--- config.mk ---
export PLATFORM = sky130hd
export DESIGN_NAME = bloom_rule_loader_flat
export DESIGN_NICKNAME = d
export VERILOG_FILES = /design/src/rtl/bloom_rule_loader_if.sv /design/src/rtl/bloom_rule_loader.sv /design/src/flat_wrapper.sv
export SDC_FILE = /design/constraint.sdc
export NUM_CORES = 1
export LEC_CHECK = 0
export ABC_AREA = 0
export ABC_CLOCK_PERIOD_IN_PS = 2770
export CAP_MARGIN = 10
export CORE_MARGIN = 1
export CORE_UTILIZATION = 44
export DETAILED_ROUTE_END_ITERATION = 7
export MAX_ROUTING_LAYER = met4
export PLACE_DENSITY = 0.78
export SLEW_MARGIN = 10
export SYNTH_ARGS = -nofsm -noshare
export SYNTH_HDL_FRONTEND = slang
export SYNTH_SLANG_ARGS = --single-unit
--- constraint.sdc ---
create_clock -name clk -period 2.77 [get_ports clk]
set_input_delay 0.554 -clock clk [delete_from_list [all_inputs] [get_ports clk]]
set_output_delay 0.554 -clock clk [all_outputs]
set_load 0.02 [all_outputs]
--- src/rtl/bloom_rule_loader_if.sv ---
// Rule/clear request and bit-array write port bundle for bloom_rule_loader.
// insert_count exists only when LOADER_STATS_EN is defined.
interface bloom_rule_loader_if #(
  parameter int ADDR_WIDTH = 3
);
  logic                  rule_valid;
  logic                  rule_ready;
  logic [71:0]           ip_protocol;
  logic [15:0]           src_port;
  logic [15:0]           dst_port;
  logic                  clear_req;
  logic                  wr_en;
  logic [ADDR_WIDTH-1:0] wr_addr;
  logic                  wr_data;
  logic                  done;
`ifdef LOADER_STATS_EN
  logic [15:0]           insert_count;

  modport master (
    output rule_valid, ip_protocol, src_port, dst_port, clear_req,
    input  rule_ready, wr_en, wr_addr, wr_data, done, insert_count
  );
  modport slave (
    input  rule_valid, ip_protocol, src_port, dst_port, clear_req,
    output rule_ready, wr_en, wr_addr, wr_data, done, insert_count
  );
`else
  modport master (
    output rule_valid, ip_protocol, src_port, dst_port, clear_req,
    input  rule_ready, wr_en, wr_addr, wr_data, done
  );
  modport slave (
    input  rule_valid, ip_protocol, src_port, dst_port, clear_req,
    output rule_ready, wr_en, wr_addr, wr_data, done
  );
`endif
endinterface

--- src/rtl/bloom_rule_loader.sv ---
// Bloom filter write side: hashes a rule into 3 bit indices and sets them, or clears the array.
// Optional feature macro: LOADER_STATS_EN adds the saturating insert_count output.
module bloom_rule_loader #(
  parameter int ADDR_WIDTH = 3
) (
  input  logic                 clk,
  input  logic                 rst,
  bloom_rule_loader_if.slave   bus
);

  localparam logic [ADDR_WIDTH-1:0] LAST_ADDR = '1;

  typedef enum logic [2:0] {
    S_IDLE, S_MIX1, S_MIX2, S_WR0, S_WR1, S_WR2, S_CLR, S_DONE
  } state_t;

  state_t                state, state_n;
  logic [31:0]           a, b, c;
  logic [31:0]           mix_ba, h1, h2, h3;
  logic [ADDR_WIDTH-1:0] idx2, idx3;

  logic                  rule_ready_q, wr_en_q, wr_data_q, done_q;
  logic [ADDR_WIDTH-1:0] wr_addr_q;
  logic                  wr_en_n, wr_data_n;
  logic [ADDR_WIDTH-1:0] wr_addr_n;

  function automatic logic [31:0] rotl(input logic [31:0] x, input int unsigned n);
    return (x << n) | (x >> (32 - n));
  endfunction

  // The three indices share one mixed 'a'; only the shift amount differs.
  assign mix_ba = b ^ a;
  assign h1     = mix_ba - rotl(a, 14);
  assign h2     = mix_ba - rotl(a, 22);
  assign h3     = mix_ba - rotl(a, 16);

  always_comb begin
    // NOTE: every output of this block gets a default first so no path leaves one unassigned (no latch).
    state_n   = state;
    wr_en_n   = 1'b0;
    wr_data_n = 1'b0;
    wr_addr_n = '0;
    unique case (state)
      S_IDLE: begin
        if (bus.clear_req)       state_n = S_CLR;
        else if (bus.rule_valid) state_n = S_MIX1;
      end
      S_MIX1: state_n = S_MIX2;
      S_MIX2: state_n = S_WR0;
      S_WR0:  state_n = S_WR1;
      S_WR1:  state_n = S_WR2;
      S_WR2:  state_n = S_DONE;
      S_CLR:  if (wr_addr_q == LAST_ADDR) state_n = S_DONE;
      S_DONE: state_n = S_IDLE;
      default: state_n = S_IDLE;
    endcase

    // Outputs are decoded from the next state so they are registered yet aligned with it.
    unique case (state_n)
      S_WR0: begin wr_en_n = 1'b1; wr_data_n = 1'b1; wr_addr_n = h1[ADDR_WIDTH-1:0]; end
      S_WR1: begin wr_en_n = 1'b1; wr_data_n = 1'b1; wr_addr_n = idx2; end
      S_WR2: begin wr_en_n = 1'b1; wr_data_n = 1'b1; wr_addr_n = idx3; end
      S_CLR: begin
        wr_en_n   = 1'b1;
        wr_addr_n = (state == S_CLR) ? ADDR_WIDTH'(wr_addr_q + 1'b1) : '0;
      end
      default: ;
    endcase
  end

  always_ff @(posedge clk) begin
    // NOTE: state registers use non-blocking assignments so every flop samples pre-edge values.
    if (rst) begin
      state        <= S_IDLE;
      rule_ready_q <= 1'b1;
      wr_en_q      <= 1'b0;
      wr_data_q    <= 1'b0;
      wr_addr_q    <= '0;
      done_q       <= 1'b0;
    end else begin
      state        <= state_n;
      rule_ready_q <= (state_n == S_IDLE);
      wr_en_q      <= wr_en_n;
      wr_data_q    <= wr_data_n;
      wr_addr_q    <= wr_addr_n;
      done_q       <= (state_n == S_DONE);
    end
  end

  // NOTE: hash datapath is not reset; it is always reloaded in IDLE before it is used.
  always_ff @(posedge clk) begin
    unique case (state)
      S_IDLE: begin
        a <= 32'hdeadbef8 + bus.ip_protocol[71:40];
        b <= 32'hdeadbef1 + {16'h0000, bus.src_port};
        c <= 32'hdeadbef8 + {16'h0000, bus.dst_port};
      end
      S_MIX1: a <= (a ^ c) - rotl(c, 4);
      S_MIX2: begin
        idx2 <= h2[ADDR_WIDTH-1:0];
        idx3 <= h3[ADDR_WIDTH-1:0];
      end
      default: ;
    endcase
  end

  assign bus.rule_ready = rule_ready_q;
  assign bus.wr_en      = wr_en_q;
  assign bus.wr_data    = wr_data_q;
  assign bus.wr_addr    = wr_addr_q;
  assign bus.done       = done_q;

`ifdef LOADER_STATS_EN
  logic [15:0] insert_count_q;

  always_ff @(posedge clk) begin
    if (rst)
      insert_count_q <= '0;
    else if (state == S_WR2 && insert_count_q != 16'hFFFF)
      insert_count_q <= insert_count_q + 16'd1;
    else if (state == S_CLR && state_n == S_DONE)
      insert_count_q <= '0;
  end

  assign bus.insert_count = insert_count_q;
`endif

  logic unused_bits;
  assign unused_bits = ^{bus.ip_protocol[39:0], h1[31:ADDR_WIDTH],
                         h2[31:ADDR_WIDTH], h3[31:ADDR_WIDTH]};

endmodule

--- src/flat_wrapper.sv ---
// flat-port wrapper written by rule: the top's interface ports become plain ports
module bloom_rule_loader_flat 
#(
  parameter int ADDR_WIDTH = 3
)
  (clk, rst, bus_rule_valid, bus_ip_protocol, bus_src_port, bus_dst_port, bus_clear_req, bus_rule_ready, bus_wr_en, bus_wr_addr, bus_wr_data, bus_done);
  bloom_rule_loader_if #(.ADDR_WIDTH(ADDR_WIDTH)) bus_i ();
  input  logic clk;
  input  logic rst;
  input wire logic [$bits(bus_i.rule_valid)-1:0] bus_rule_valid;
  input wire logic [$bits(bus_i.ip_protocol)-1:0] bus_ip_protocol;
  input wire logic [$bits(bus_i.src_port)-1:0] bus_src_port;
  input wire logic [$bits(bus_i.dst_port)-1:0] bus_dst_port;
  input wire logic [$bits(bus_i.clear_req)-1:0] bus_clear_req;
  output wire logic [$bits(bus_i.rule_ready)-1:0] bus_rule_ready;
  output wire logic [$bits(bus_i.wr_en)-1:0] bus_wr_en;
  output wire logic [$bits(bus_i.wr_addr)-1:0] bus_wr_addr;
  output wire logic [$bits(bus_i.wr_data)-1:0] bus_wr_data;
  output wire logic [$bits(bus_i.done)-1:0] bus_done;
  assign bus_i.rule_valid = bus_rule_valid;
  assign bus_i.ip_protocol = bus_ip_protocol;
  assign bus_i.src_port = bus_src_port;
  assign bus_i.dst_port = bus_dst_port;
  assign bus_i.clear_req = bus_clear_req;
  assign bus_rule_ready = bus_i.rule_ready;
  assign bus_wr_en = bus_i.wr_en;
  assign bus_wr_addr = bus_i.wr_addr;
  assign bus_wr_data = bus_i.wr_data;
  assign bus_done = bus_i.done;
  bloom_rule_loader #(.ADDR_WIDTH(ADDR_WIDTH)) u_core (.clk(clk), .rst(rst), .bus(bus_i));
endmodule
==> results.sh <==
export IMPL_drt_iter0_drc=150
export IMPL_post_dp_cell_area_um2=4760
export IMPL_postSynthCellCount=414
export IMPL_clock_sinks=58
export IMPL_grt_max_degree=26
export IMPL_ys_warnings_count=0
export IMPL_ys_seq_area_share_pct=40.9
export IMPL_synthToLayoutAreaGrowth_pct=24.5
export IMPL_syn_cell_area_um2=4010
export IMPL_ir_drop_mv=0.278
export IMPL_num_antenna_cells=0
export IMPL_clock_fmax_ghz=0.359
export IMPL_grt_first_pass_wirelength_um=14100
export IMPL_setup_viol=1
export IMPL_final_cells=600
export IMPL_cts_root_buf="clkbuf_8"
export IMPL_antenna_left=0
export IMPL_syn_nets=550
export IMPL_rsz0062_at_grt="true"
export IMPL_cts_htree_levels=3
export IMPL_placeableCoreArea_um2=8760
export IMPL_dp_hpwl_um=6650
export IMPL_clkTransAtPathRegs_ps=70
export IMPL_min_path_type="reg -> reg"
export IMPL_synth_edf_count=48
export IMPL_post_route_cells_drive_above_1_share_pct=10.2
export IMPL_hold_violations=0
export IMPL_clockPowerShare_pct=16.8
export IMPL_slowest_delay_ps=490
export IMPL_power_mw=4.10
export IMPL_cp_data_arrival_time_ps=2840
export IMPL_criticalPathCategory="reg -> reg"
export IMPL_worstRegToRegCells=9
export IMPL_r2r_start="u_core.c[5]"
export IMPL_fin_crit_ps=2790
export IMPL_io_pins=115
export IMPL_io_buffers=50
export IMPL_post_route_util_pct=57.0
export IMPL_dp_cells=581
export IMPL_swShare_pct=39.3
export IMPL_ys_ff_latch=58
export IMPL_worstPathMaxFanout=4
export IMPL_cp_slowest_cell="o41a_4"
export IMPL_finalWorstSetupSlack_ps=-16.5
export IMPL_powerDensity_nw_per_um2=820
export IMPL_chipWidth_um=97.5
export IMPL_slew_violations=0
export IMPL_yosys_top_cells_area="edfxtp_1 (36%), xor2_1 (9.4%), ha_1 (7.8%), xnor2_1 (5.2%), dfxtp_1 (5.0%)"
export IMPL_clock_latency_ps=340
export IMPL_ys_types=56
export IMPL_rows=34
export IMPL_cp_start_kind="flop"
export IMPL_drt_total_wl_um=8760
export IMPL_synthFlopType="edfxtp_1"
export IMPL_cap_violations=0
export IMPL_p_leak_nw=2.05
export IMPL_worstPathRequired_ps=2820
export IMPL_async_reset_ff_share_pct=0
export IMPL_vias=3230
export IMPL_slew_headroom_pct=50.6
export IMPL_num_nets_final=623
export IMPL_worst_pin_slew_ps=741
export IMPL_cts_inserted_buffers=9
export IMPL_grt_pass1_vias=3120
export IMPL_initial_utilization_pct=45.8
export IMPL_path_cells="xor2_1, ha_1, a21oi_2, o21ai_1, o21bai_2, o41a_4, a41oi_1, xor2_1, a21oi_1"
export IMPL_synth_top_cell_area_share_pct=35.9
export IMPL_fp_dieH_um=97.5
export IMPL_p_sw_mw=1.61
export IMPL_drc=0
export IMPL_grt_usage_pct=19.2
export IMPL_fin_skew_ps=11.1
export IMPL_final_area_um2=5000
export IMPL_end_kind="flop"
export IMPL_via_per_inst=5.38
export IMPL_dr_pass1_iters=4
export IMPL_min_from="u_core.state[2]"
export IMPL_failed_checks="negative setup slack"
export IMPL_status="complete, but fails checks"
export IMPL_yosysTopAreaCell="edfxtp_1"
export IMPL_hold_depth=2
export IMPL_wl_per_cell_um=14.6
export IMPL_crit_top_cell="xor2_1"
export IMPL_reg2reg_slack_ps=-20
export IMPL_avgSynthCellArea_um2=9.69
export IMPL_grt_ovfl_total=0
export IMPL_min_to="u_core.bus.wr_data"
export IMPL_cts_tree="done"
export IMPL_p_int_mw=2.49
export IMPL_antenna_found_initial=0
export IMPL_period_share_pct=101
export IMPL_place_gp_congestion=0.885
export IMPL_clk_path_buf_depth=2
export IMPL_rr_endpoint="u_core.a[19]"
export IMPL_p_comb_share_pct=50.3
export IMPL_fp_dieArea_um2=9510
export IMPL_power_frac_seq_pct=32.9
==> area by class of cell <==
type	count	area (um2)
multi-input cells	309	2240
clock buffers	13	159
repair buffers	72	666
flip-flops and latches	58	1640
clock inverters	3	15.0
inverters	37	139
well taps	108	135
fillers	744	3770
==> cells in the final DEF (no fill, tap or decap), types with 3 or more instances in the layout <==
cell type	n
clkdlybuf4s50_1	50
edfxtp_1	48
xor2_1	43
inv_1	37
nand2_1	35
o21ai_0	30
a21oi_1	29
nor2_1	28
ha_1	25
xnor2_1	24
buf_4	22
clkbuf_8	11
dfxtp_1	10
and2_1	6
mux2i_1	6
nor3_1	5
nand2b_1	4
a21o_1	4
o22ai_1	4
nand3b_1	3
and3_1	3
a41oi_1	3
or3_1	3
a31oi_1	3
nor2b_1	3
fa_1	3
clkinv_2	3
==> what timing repair did <==
item                                   4_1_cts  5_1_grt
endpoints found under the hold margin        0        0
resized for setup                            0        8
hold buffers                                 0        0
setup endpoints to repair                    0        8
buffers inserted                             0        3
==> worst max path at each step <==
| stage | slack (ps) | to | cells past startpoint | start |
|---|---|---|---|---|
| 2_1_floorplan | 120 | u_core.a[7] | 6 | u_core.state[2] |
| 3_3_place_gp | 60 | u_core.a[18] | 9 | bus_ip_protocol[44] |
| 3_5_place_dp | 10 | u_core.a[18] | 9 | bus_ip_protocol[44] |
| 4_1_cts | 30 | u_core.a[19] | 9 | u_core.c[5] |
| 5_1_grt | -110 | u_core.a[20] | 10 | u_core.c[5] |
| 6_report | -20 | u_core.a[19] | 9 | u_core.c[5] |
==> critical path, delay by kind of cell (launching register included) <==
family / cells / cell delay, ps
xor gates and xnor gates: 2 / 350
AOI/OAI and AO/OA: 6 / 1360
adders and majority gates: 1 / 350
DFF: 1 / 440
==> layer usage <==
metal  up-vias  GRT usage (%)  routed length, um
li1       1614              -                  -
met1      1506           23.1               3880
met2        94           32.3               4260
met3        16           2.01                442
met4         0           8.94                176
met5         -              -                  0
==> registers in the layout, summed over array words and instances, names as in the netlist <==
register               cells
u_core.bus.rule_ready      1
u_core.idx2                3
u_core.state               3
u_core.a                  21
u_core.bus.wr_data         1
u_core.bus.done            1
u_core.bus.wr_en           1
u_core.c                  18
u_core.b                   3
u_core.idx3                3
u_core.bus.wr_addr         3
==> power groups by stage <==
stage	Sequential [mW]	Clock [mW]	Combinational [mW]
after CTS	1.35	0.703	1.94
after global routing	1.37	0.744	2.28
after global placement	1.36	0	1.86
after detailed placement	1.37	0	1.92
after floorplan	1.33	0	1.45
final	1.35	0.688	2.06
==> cell usage after synthesis (3+ instances only) <==
library cell / n
nand3b_1: 3
edfxtp_1: 48
nand2_1: 35
clkbuf_1: 8
inv_1: 37
nand2b_1: 4
ha_1: 25
and3_1: 3
o22ai_1: 4
and2_1: 6
o21ai_0: 31
or3_1: 3
nor3_1: 6
mux2i_1: 6
a21o_1: 4
nor2_1: 28
o21bai_1: 3
xnor2_1: 24
a21oi_1: 31
xor2_1: 43
nor2b_1: 3
fa_1: 3
a41oi_1: 4
a31oi_1: 4
dfxtp_1: 10
==> through the flow <==
stage / setup TNS, ps / setup slack (ps) / hold WS, ps
6_report: -16.5 / -16.5 / 594
3_3_place_gp: 0 / 59.2 / 582
3_5_place_dp: 0 / 9.51 / 576
4_1_cts: 0 / 32.6 / 588
5_1_grt: -522 / -108 / 650
2_1_floorplan: 0 / 116 / 562
==> cells by family (layout without fill, tap and decap cells) <==
kind of cell | Yosys count | after routing | synth area share (%)
simple gates | 104 | 104 | 12.6
fa+ha+maj | 28 | 28 | 9.29
mux | 6 | 6 | 1.50
buf+inv | 47 | 125 | 4.43
flops | 58 | 58 | 40.9
xor+xnor | 67 | 67 | 14.6
compound gates | 104 | 104 | 16.7
(Power assumes the default switching activity.)
